[config.mk]
export PLATFORM = sky130hd
export DESIGN_NAME = keypad_scanner_flat
export DESIGN_NICKNAME = d
export VERILOG_FILES = /design/src/rtl/keypad_pkg.sv /design/src/rtl/keypad_scanner_if.sv /design/src/rtl/key_debounce.sv /design/src/rtl/keypad_scanner.sv /design/src/flat_wrapper.sv
export SDC_FILE = /design/constraint.sdc
export NUM_CORES = 1
export LEC_CHECK = 0
export ABC_AREA = 1
export CORE_MARGIN = 2
export CORE_UTILIZATION = 54
export CTS_BUF_LIST = sky130_fd_sc_hd__clkbuf_8 sky130_fd_sc_hd__clkbuf_16
export DETAILED_ROUTE_END_ITERATION = 16
export PLACE_DENSITY = 0.76
export SETUP_SLACK_MARGIN = 0.15
export SKIP_CTS_REPAIR_TIMING = 1
export SLEW_MARGIN = 25
export SYNTH_ARGS = -nofsm -noshare
export SYNTH_HDL_FRONTEND = slang
export SYNTH_SLANG_ARGS = --single-unit
export TNS_END_PERCENT = 50
[constraint.sdc]
create_clock -name clk -period 1.6 [get_ports clk]
set_clock_uncertainty 0.2 [all_clocks]
set_input_delay 0.16 -clock clk [delete_from_list [all_inputs] [get_ports clk]]
set_output_delay 0.16 -clock clk [all_outputs]
set_load 0.01 [all_outputs]
[src/rtl/keypad_pkg.sv]
// Shared matrix geometry, scan column state encoding and key numbering.
package keypad_pkg;
  localparam int NUM_ROWS = 4;
  localparam int NUM_COLS = 4;
  localparam int NUM_KEYS = 15;

  typedef enum logic [1:0] {
    COL0 = 2'd0,
    COL1 = 2'd1,
    COL2 = 2'd2,
    COL3 = 2'd3
  } col_state_t;

  function automatic int key_index(input int col, input int row);
    return col * NUM_ROWS + row;
  endfunction
endpackage

[src/rtl/keypad_scanner_if.sv]
// Matrix pins and debounced key outputs of the keypad scanner.
interface keypad_scanner_if;
  logic [keypad_pkg::NUM_ROWS-1:0] row_i;
  logic [keypad_pkg::NUM_COLS-1:0] col_o;
  logic [keypad_pkg::NUM_KEYS-1:0] keypad_o;
  logic                            key_change;
  logic                            frame_done;

  modport master (output row_i, input col_o, keypad_o, key_change, frame_done);
  modport slave  (input row_i, output col_o, keypad_o, key_change, frame_done);
endinterface

[src/rtl/key_debounce.sv]
// Per-key integrating debouncer: stable flips after DB_SCANS consecutive disagreeing samples.
module key_debounce #(
  parameter int DB_SCANS = 8
) (
  input  logic clk,
  input  logic reset,
  input  logic sample_en,
  input  logic raw,
  output logic stable,
  output logic toggled
);
  localparam int CW = $clog2(DB_SCANS + 1);
  localparam logic [CW-1:0] CNT_LAST = CW'(DB_SCANS - 1);

  logic [CW-1:0] cnt_q, cnt_d;
  logic          stable_q, stable_d;
  logic          toggled_q, toggled_d;

  always_comb begin
    cnt_d     = cnt_q;
    stable_d  = stable_q;
    toggled_d = 1'b0;
    if (sample_en) begin
      if (raw == stable_q) begin
        cnt_d = '0;
      end else if (cnt_q == CNT_LAST) begin
        // the increment would reach DB_SCANS: commit the new level
        stable_d  = ~stable_q;
        cnt_d     = '0;
        toggled_d = 1'b1;
      end else begin
        cnt_d = cnt_q + CW'(1);
      end
    end
  end

  always_ff @(posedge clk) begin
    if (reset) begin
      cnt_q     <= '0;
      stable_q  <= 1'b0;
      toggled_q <= 1'b0;
    end else begin
      cnt_q     <= cnt_d;
      stable_q  <= stable_d;
      toggled_q <= toggled_d;
    end
  end

  assign stable  = stable_q;
  assign toggled = toggled_q;
endmodule

[src/rtl/keypad_scanner.sv]
// 4x4 active-low matrix scanner: column drive, row synchroniser, per-key debounce.
module keypad_scanner
  import keypad_pkg::*;
#(
  parameter int SCAN_CYCLES = 3000,
  parameter int DB_SCANS    = 8
) (
  input  logic              clk,
  input  logic              reset,
  keypad_scanner_if.slave   bus
);
  localparam int SW = $clog2(SCAN_CYCLES);
  localparam logic [SW-1:0] SLOT_LAST = SW'(SCAN_CYCLES - 1);

  col_state_t              state_q, state_d;
  logic [SW-1:0]           slot_cnt_q, slot_cnt_d;
  logic [NUM_COLS-1:0]     col_q, col_d;
  logic [NUM_ROWS-1:0]     sync1_q, sync2_q;
  logic                    frame_done_q;
  logic                    sample_pt;
  logic [NUM_ROWS-1:0]     pressed;
  logic [NUM_KEYS-1:0]     stable;
  logic [NUM_KEYS-1:0]     toggled;

  assign sample_pt = (slot_cnt_q == SLOT_LAST);
  assign pressed   = ~sync2_q;

  always_comb begin
    slot_cnt_d = sample_pt ? '0 : slot_cnt_q + SW'(1);
    state_d    = sample_pt ? col_state_t'(state_q + 2'd1) : state_q;
    col_d      = ~(4'b0001 << state_d);
  end

  always_ff @(posedge clk) begin
    if (reset) begin
      state_q      <= COL0;
      slot_cnt_q   <= '0;
      col_q        <= 4'b1110;
      sync1_q      <= 4'b1111;
      sync2_q      <= 4'b1111;
      frame_done_q <= 1'b0;
    end else begin
      state_q      <= state_d;
      slot_cnt_q   <= slot_cnt_d;
      col_q        <= col_d;
      sync1_q      <= bus.row_i;
      sync2_q      <= sync1_q;
      frame_done_q <= sample_pt && (state_q == COL3);
    end
  end

  // Matrix position 15 maps past NUM_KEYS and gets no debouncer.
  for (genvar c = 0; c < NUM_COLS; c++) begin : g_col
    localparam logic [1:0] CI = 2'(c);
    for (genvar r = 0; r < NUM_ROWS; r++) begin : g_row
      localparam int K = key_index(c, r);
      if (K < NUM_KEYS) begin : g_key
        key_debounce #(.DB_SCANS(DB_SCANS)) u_db (
          .clk       (clk),
          .reset     (reset),
          .sample_en (sample_pt && (state_q == col_state_t'(CI))),
          .raw       (pressed[r]),
          .stable    (stable[K]),
          .toggled   (toggled[K])
        );
      end
    end
  end

  assign bus.col_o      = col_q;
  assign bus.keypad_o   = stable;
  assign bus.key_change = |toggled;
  assign bus.frame_done = frame_done_q;
endmodule
[src/flat_wrapper.sv]
// flat-port wrapper written by rule: the top's interface ports become plain ports
module keypad_scanner_flat import keypad_pkg::*;
#(
  parameter int SCAN_CYCLES = 3000,
  parameter int DB_SCANS    = 8
)
  (clk, reset, bus_row_i, bus_col_o, bus_keypad_o, bus_key_change, bus_frame_done);
  keypad_scanner_if bus_i ();
  input  logic clk;
  input  logic reset;
  input wire logic [$bits(bus_i.row_i)-1:0] bus_row_i;
  output wire logic [$bits(bus_i.col_o)-1:0] bus_col_o;
  output wire logic [$bits(bus_i.keypad_o)-1:0] bus_keypad_o;
  output wire logic [$bits(bus_i.key_change)-1:0] bus_key_change;
  output wire logic [$bits(bus_i.frame_done)-1:0] bus_frame_done;
  assign bus_i.row_i = bus_row_i;
  assign bus_col_o = bus_i.col_o;
  assign bus_keypad_o = bus_i.keypad_o;
  assign bus_key_change = bus_i.key_change;
  assign bus_frame_done = bus_i.frame_done;
  keypad_scanner #(.SCAN_CYCLES(SCAN_CYCLES), .DB_SCANS(DB_SCANS)) u_core (.clk(clk), .reset(reset), .bus(bus_i));
endmodule
# Word level (Yosys, flattened, before mapping)
# Index checks and enable logic that the tools add are counted.
# W data, S select, Z words.
[op_classes]
mux = 46
reduce_logical = 37
bitwise = 36
addsub = 17
n_eq_ne = 34
n_shift = 1
[ops]
columns = ["op", "count"]
rows = [
  ["$mux W4", 30],
  ["$add A4 B1 Y4 const B", 15],
  ["$eq A4 B3 Y1 const B", 15],
  ["$reduce_and A3 Y1", 15],
  ["$reduce_or A3 Y1", 15],
  ["$not A1 Y1", 34],
  ["$eq A1 B1 Y1", 15],
  ["$mux W1", 15],
  ["$reduce_or A15 Y1", 1],
  ["$add A12 B1 Y12 const B", 1],
  ["$eq A12 B12 Y1 const B", 1],
  ["$not A4 Y4", 2],
  ["$eq A2 B2 Y1 const B", 2],
  ["$logic_and A1 B1 Y1", 4],
  ["$shl A1 B2 Y4 const A", 1],
  ["$add A2 B1 Y2 const B", 1],
  ["$eq A2 B1 Y1 const B", 1],
  ["$logic_not A2 Y1", 1],
  ["$mux W2", 1],
  ["$reduce_or A2 Y1", 1],
]
[totals]
output_inout_bits = 21
reg_bits = 117
input_bits = 6
elab_cells = 222

# Logic depth before layout (Yosys ltp)
[depth]
ltp_word = 4
ltp_mapped = 10
depth_no_buf = 9

# Cells and area by module
# A second synthesis with hierarchy kept.
[unflattened]
cells_unflattened = 804
area_unflattened_um2 = 5695.5
[modules_own_cells]
columns = ["module", "seq_area_each_um2", "area_per_inst_um2", "cells_per_inst", "n_inst"]
rows = [
  ["key_debounce", 120.1, 299.0, 43, 15],
  ["keypad_scanner", 540.5, 1209.9, 159, 1],
]

# Worst setup path after synthesis
# Ideal clock, no wire load.
[synth_path]
path_kind = "register to register"
start = "register u_core.slot_cnt_q[0]"
end = "register u_core.g_col[1].g_row[1].g_key.u_db.cnt_q[0]"
period_less_slack_ns = 1.683
required_time_ns = 1.281
arrival_time_ns = 1.364
slack_ns = -0.083
setup_ns = 0.119
n_path_buf = 1
path_stages_with_launch = 10
cell_sequence = "dfxtp_1 ha_1 nand2_2 nor2_4 nand2_2 nor2_4 nand2_2 buf_6 o21ai_0 a21oi_1"
[synth_between]
elab_chain_len = 2
[synth_lines]
columns = ["item", "line_no", "text"]
rows = [
  ["from (decl)", "keypad_scanner.sv:16", "logic [SW-1:0] slot_cnt_q, slot_cnt_d;"],
  ["from (signal assigned)", "keypad_scanner.sv:44", "slot_cnt_q <= slot_cnt_d;"],
  ["$eq A12 B12 Y1", "keypad_scanner.sv:25", "assign sample_pt = (slot_cnt_q == SLOT_LAST);"],
  ["$logic_and A1 B1 Y1", "keypad_scanner.sv:61", ".sample_en (sample_pt && (state_q == col_state_t'(CI))),"],
  ["to (signal assigned)", "key_debounce.sv:43", "cnt_q <= cnt_d;"],
  ["to (decl)", "key_debounce.sv:15", "logic [CW-1:0] cnt_q, cnt_d;"],
]
# No other way between the ends.
# A chain may end at the register's enable or synchronous reset.

# Worst setup path in the final report
[layout_path]
start = "register u_core.g_col[3].g_row[1].g_key.u_db.stable_q"
end = "output port bus_keypad_o[13]"
[layout_rtl]
columns = ["item", "line_no", "text"]
rows = [
  ["from (decl)", "key_debounce.sv:16", "logic stable_q, stable_d;"],
  ["from (signal assigned)", "key_debounce.sv:44", "stable_q <= stable_d;"],
  ["to (decl)", "flat_wrapper.sv:13", "output wire logic [$bits(bus_i.keypad_o)-1:0] bus_keypad_o;"],
]
# No word-level cell between the ends.

==> impl_metrics.yaml <==
run_status:
  status: "finished, violations left"
  failed_checks: "negative hold slack, negative setup slack"
route:
  initialDrtViolationCount: 334
  met1_layer_wirelength_in_the_final_routing_um: 6318
  top_layer_used: "met4"
  routed_wl_um: 16390
  detail_route.drc_violations: 0
  detailroute.wirelength.met3_um: 1039
  route.met2.wl_um: 8498
  ant_nets: 0
  routed-via-count: 5626
  viasPerCell: 5.609
  drt-pass1-iter-count: 7
  avgRoutedWirePerCell_um: 16.34
setup_path:
  cp-end-kind: "primary output"
  crit_chain: "clkdlybuf4s50_1"
  max_stage_delay_ps: 570
  critPathArrivalTime_ps: 1530
  setup.worst_path.start_class: "flop"
  critPathSlowestCell: "sky130_fd_sc_hd__clkdlybuf4s50_1"
  timing.setup.critical_path_class: "reg -> out"
  worst-path-max-fanout: 3
  critical-path-top-delay-family: "buffers and inverters"
  critical_path_rt_ps: 1240
  critical_path.n_buffers_inverters: 1
timing:
  fmax_mhz: 530.3
  postLayoutSetupSlackWorst_ps: -285.7
  finalCritPeriodShare_pct: 117.9
  whs_ps: -0.1366
  tightestPinTransition_ps: 400.0
  time_the_final_worst_path_needs_with_i_o_delays_and_setup_ps: 1886
  final-setup-viol-count: 91
  grt_setup_unrepaired: "true"
  hold_violations: 1
  headroom_to_the_max_slew_limit_pct: 73.25
  maxSlewViolCount: 0
cells_and_area:
  insertedDiodeCount: 0
  final_cell_mix: "sky130_fd_sc_hd__nand2_1, sky130_fd_sc_hd__dfxtp_1, sky130_fd_sc_hd__inv_1"
  syn_to_final_growth_pct: 40.84
  layout-drive-gt1-share_pct: 33.33
  nFillCells: 615
  layout.nets: 881
  finish.utilization_pct: 77.12
  mostFrequentLayoutCell: "sky130_fd_sc_hd__nand2_1"
synth:
  synth.area.top_cells: "sky130_fd_sc_hd__dfxtp_1, sky130_fd_sc_hd__nand2_1, sky130_fd_sc_hd__inv_1"
  seq_area_frac_synth_pct: 42.19
  yosys_warning_total: 0
  syn-num-nets: 786
  netlist-cell-type-count: 35
  mappedNetlistArea_um2: 5552
  post-synth-top-area-cell: "sky130_fd_sc_hd__dfxtp_1"
  postSynthAreaPerCell_um2: 7.305
  synth_largest_type_area_fraction_pct: 42.19
  syn-instance-count: 760
  synth.ff_latch_count: 117
power_and_ir_drop:
  p_per_area_nw_per_um2: 866.4
  power.static_leakage_nw: 3.284
  finalPower_mw: 6.774
  ir_worst_vdd_mv: 0.8855
die:
  die_width_um: 105.4
  fp-row-count: 37
  die_area_um2: 11110
  io_pins: 27
  chipHeight_um: 105.4
  initial_core_util_pct: 54.76
  core_region_area_um2: 10140
clock_tree:
  cts-root-buf: "sky130_fd_sc_hd__clkbuf_8"
  cts_made_buffers: 17
  tritoncts: "done"
  clock_path_buffers: 2
  cts.reportedPaths.clkPinSlew_ps: 60
  cts.sink_count: 117
  clk-insertion-delay-late_ps: 530
  htreeDepth: 4
worst_hold_path:
  hold_path.class: "in -> reg"
run:
  max_cap_violations: 0
global_route:
  grt_start_max_net_pins: 23
  grt_remaining_overflow: 0
  grt_pass1_wl_um: 22760
  antenna_found_initial: 0
  grt_pass1_vias: 5163
  grt_usage_pct: 25.45
place:
  placement.io_buffers: 26
  finalWeightedCongestion: 0.8655
  place.detailed.hpwl_um: 9531
[sequential cells by signal, indices dropped and copies added (netlist names)]
name,count
u_core.bus.col_o,4
u_core.bus.frame_done,1
u_core.g_col.g_row.g_key.u_db.cnt_q,60
u_core.g_col.g_row.g_key.u_db.stable,15
u_core.g_col.g_row.g_key.u_db.toggled,15
u_core.slot_cnt_q,12
u_core.state_q,2
u_core.sync1_q,4
u_core.sync2_q,4
[per-stage QoR]
step | cells | cell area, um2 | setup WS (ps) | setup TNS [ps]
6_report | 1003 | 7819 | -285.7 | -9841
4_1_cts | 983 | 6905 | -679.5 | -14320
3_3_place_gp | 952 | 6360 | -167.7 | -4408
2_1_floorplan | 760 | 5620 | 27.38 | 0
5_1_grt | 1003 | 7819 | -361.0 | -19250
3_5_place_dp | 952 | 6360 | -252.0 | -7578
[synth_stat cells, drive strengths merged]
master,number
ha,20
o21ai,51
xnor2,9
nor2,94
nor4,5
or2,10
nor3,26
nand3,65
nand4,21
inv,89
o21a,1
nor3b,1
o21bai,4
nand2,154
clkbuf,12
a211oi,1
a21oi,42
dfxtp,117
o31ai,2
nand2b,1
xor2,11
buf,24
[logic make-up after synthesis]
family / share of synthesized area, %
buffers and inverters: 9.871
DFF: 42.19
AOI/OAI and AO/OA: 9.601
xor gates and xnor gates: 3.155
adders and majority gates: 4.508
and+or+nand+nor: 30.67
[cell type report]
cell class | instances | area (um2) | share of cell area, %
clock buffers | 18 | 427.9 | 5.473
clock inverters | 13 | 117.6 | 1.504
inverters | 89 | 366.6 | 4.689
multi-input cells | 519 | 3336 | 42.66
flip-flops and latches | 117 | 2361 | 30.20
well taps | 136 | 170.2 | 2.176
repair buffers | 109 | 1015 | 12.98
repair inverters | 2 | 25.02 | 0.3201
[final timing paths]
path / from / slack (ps) / cells after the start / to
max: u_core.g_col[3].g_row[1].g_key.u_db.stable$_SDFFE_PP0P_ / -290 / 1 / bus_keypad_o[13]
min: bus_row_i[0] / -0.1 / 2 / u_core.sync1_q[0]$_SDFF_PP1_
max reg2reg: u_core.slot_cnt_q[0]$_SDFF_PP0_ / -250 / 11 / u_core.g_col[3].g_row[1].g_key.u_db.stable$_SDFFE_PP0P_
min reg2reg: u_core.sync1_q[0]$_SDFF_PP1_ / 220 / 1 / u_core.sync2_q[0]$_SDFF_PP1_
[power breakdown]
group / internal [mW] / switching (mW)
Combinational: 0.119 / 0.159
Clock: 2.21 / 1.34
Sequential: 2.93 / 0.0139
Total: 5.26 / 1.51
[per-layer routing]
layer  track usage [%]  vias to the layer above
li1                  -                     2666
met1             30.45                     2646
met2             43.50                      254
met3             6.741                       60
met4             9.905                        0
met5                 0                        -
(Power assumes the default switching activity.)
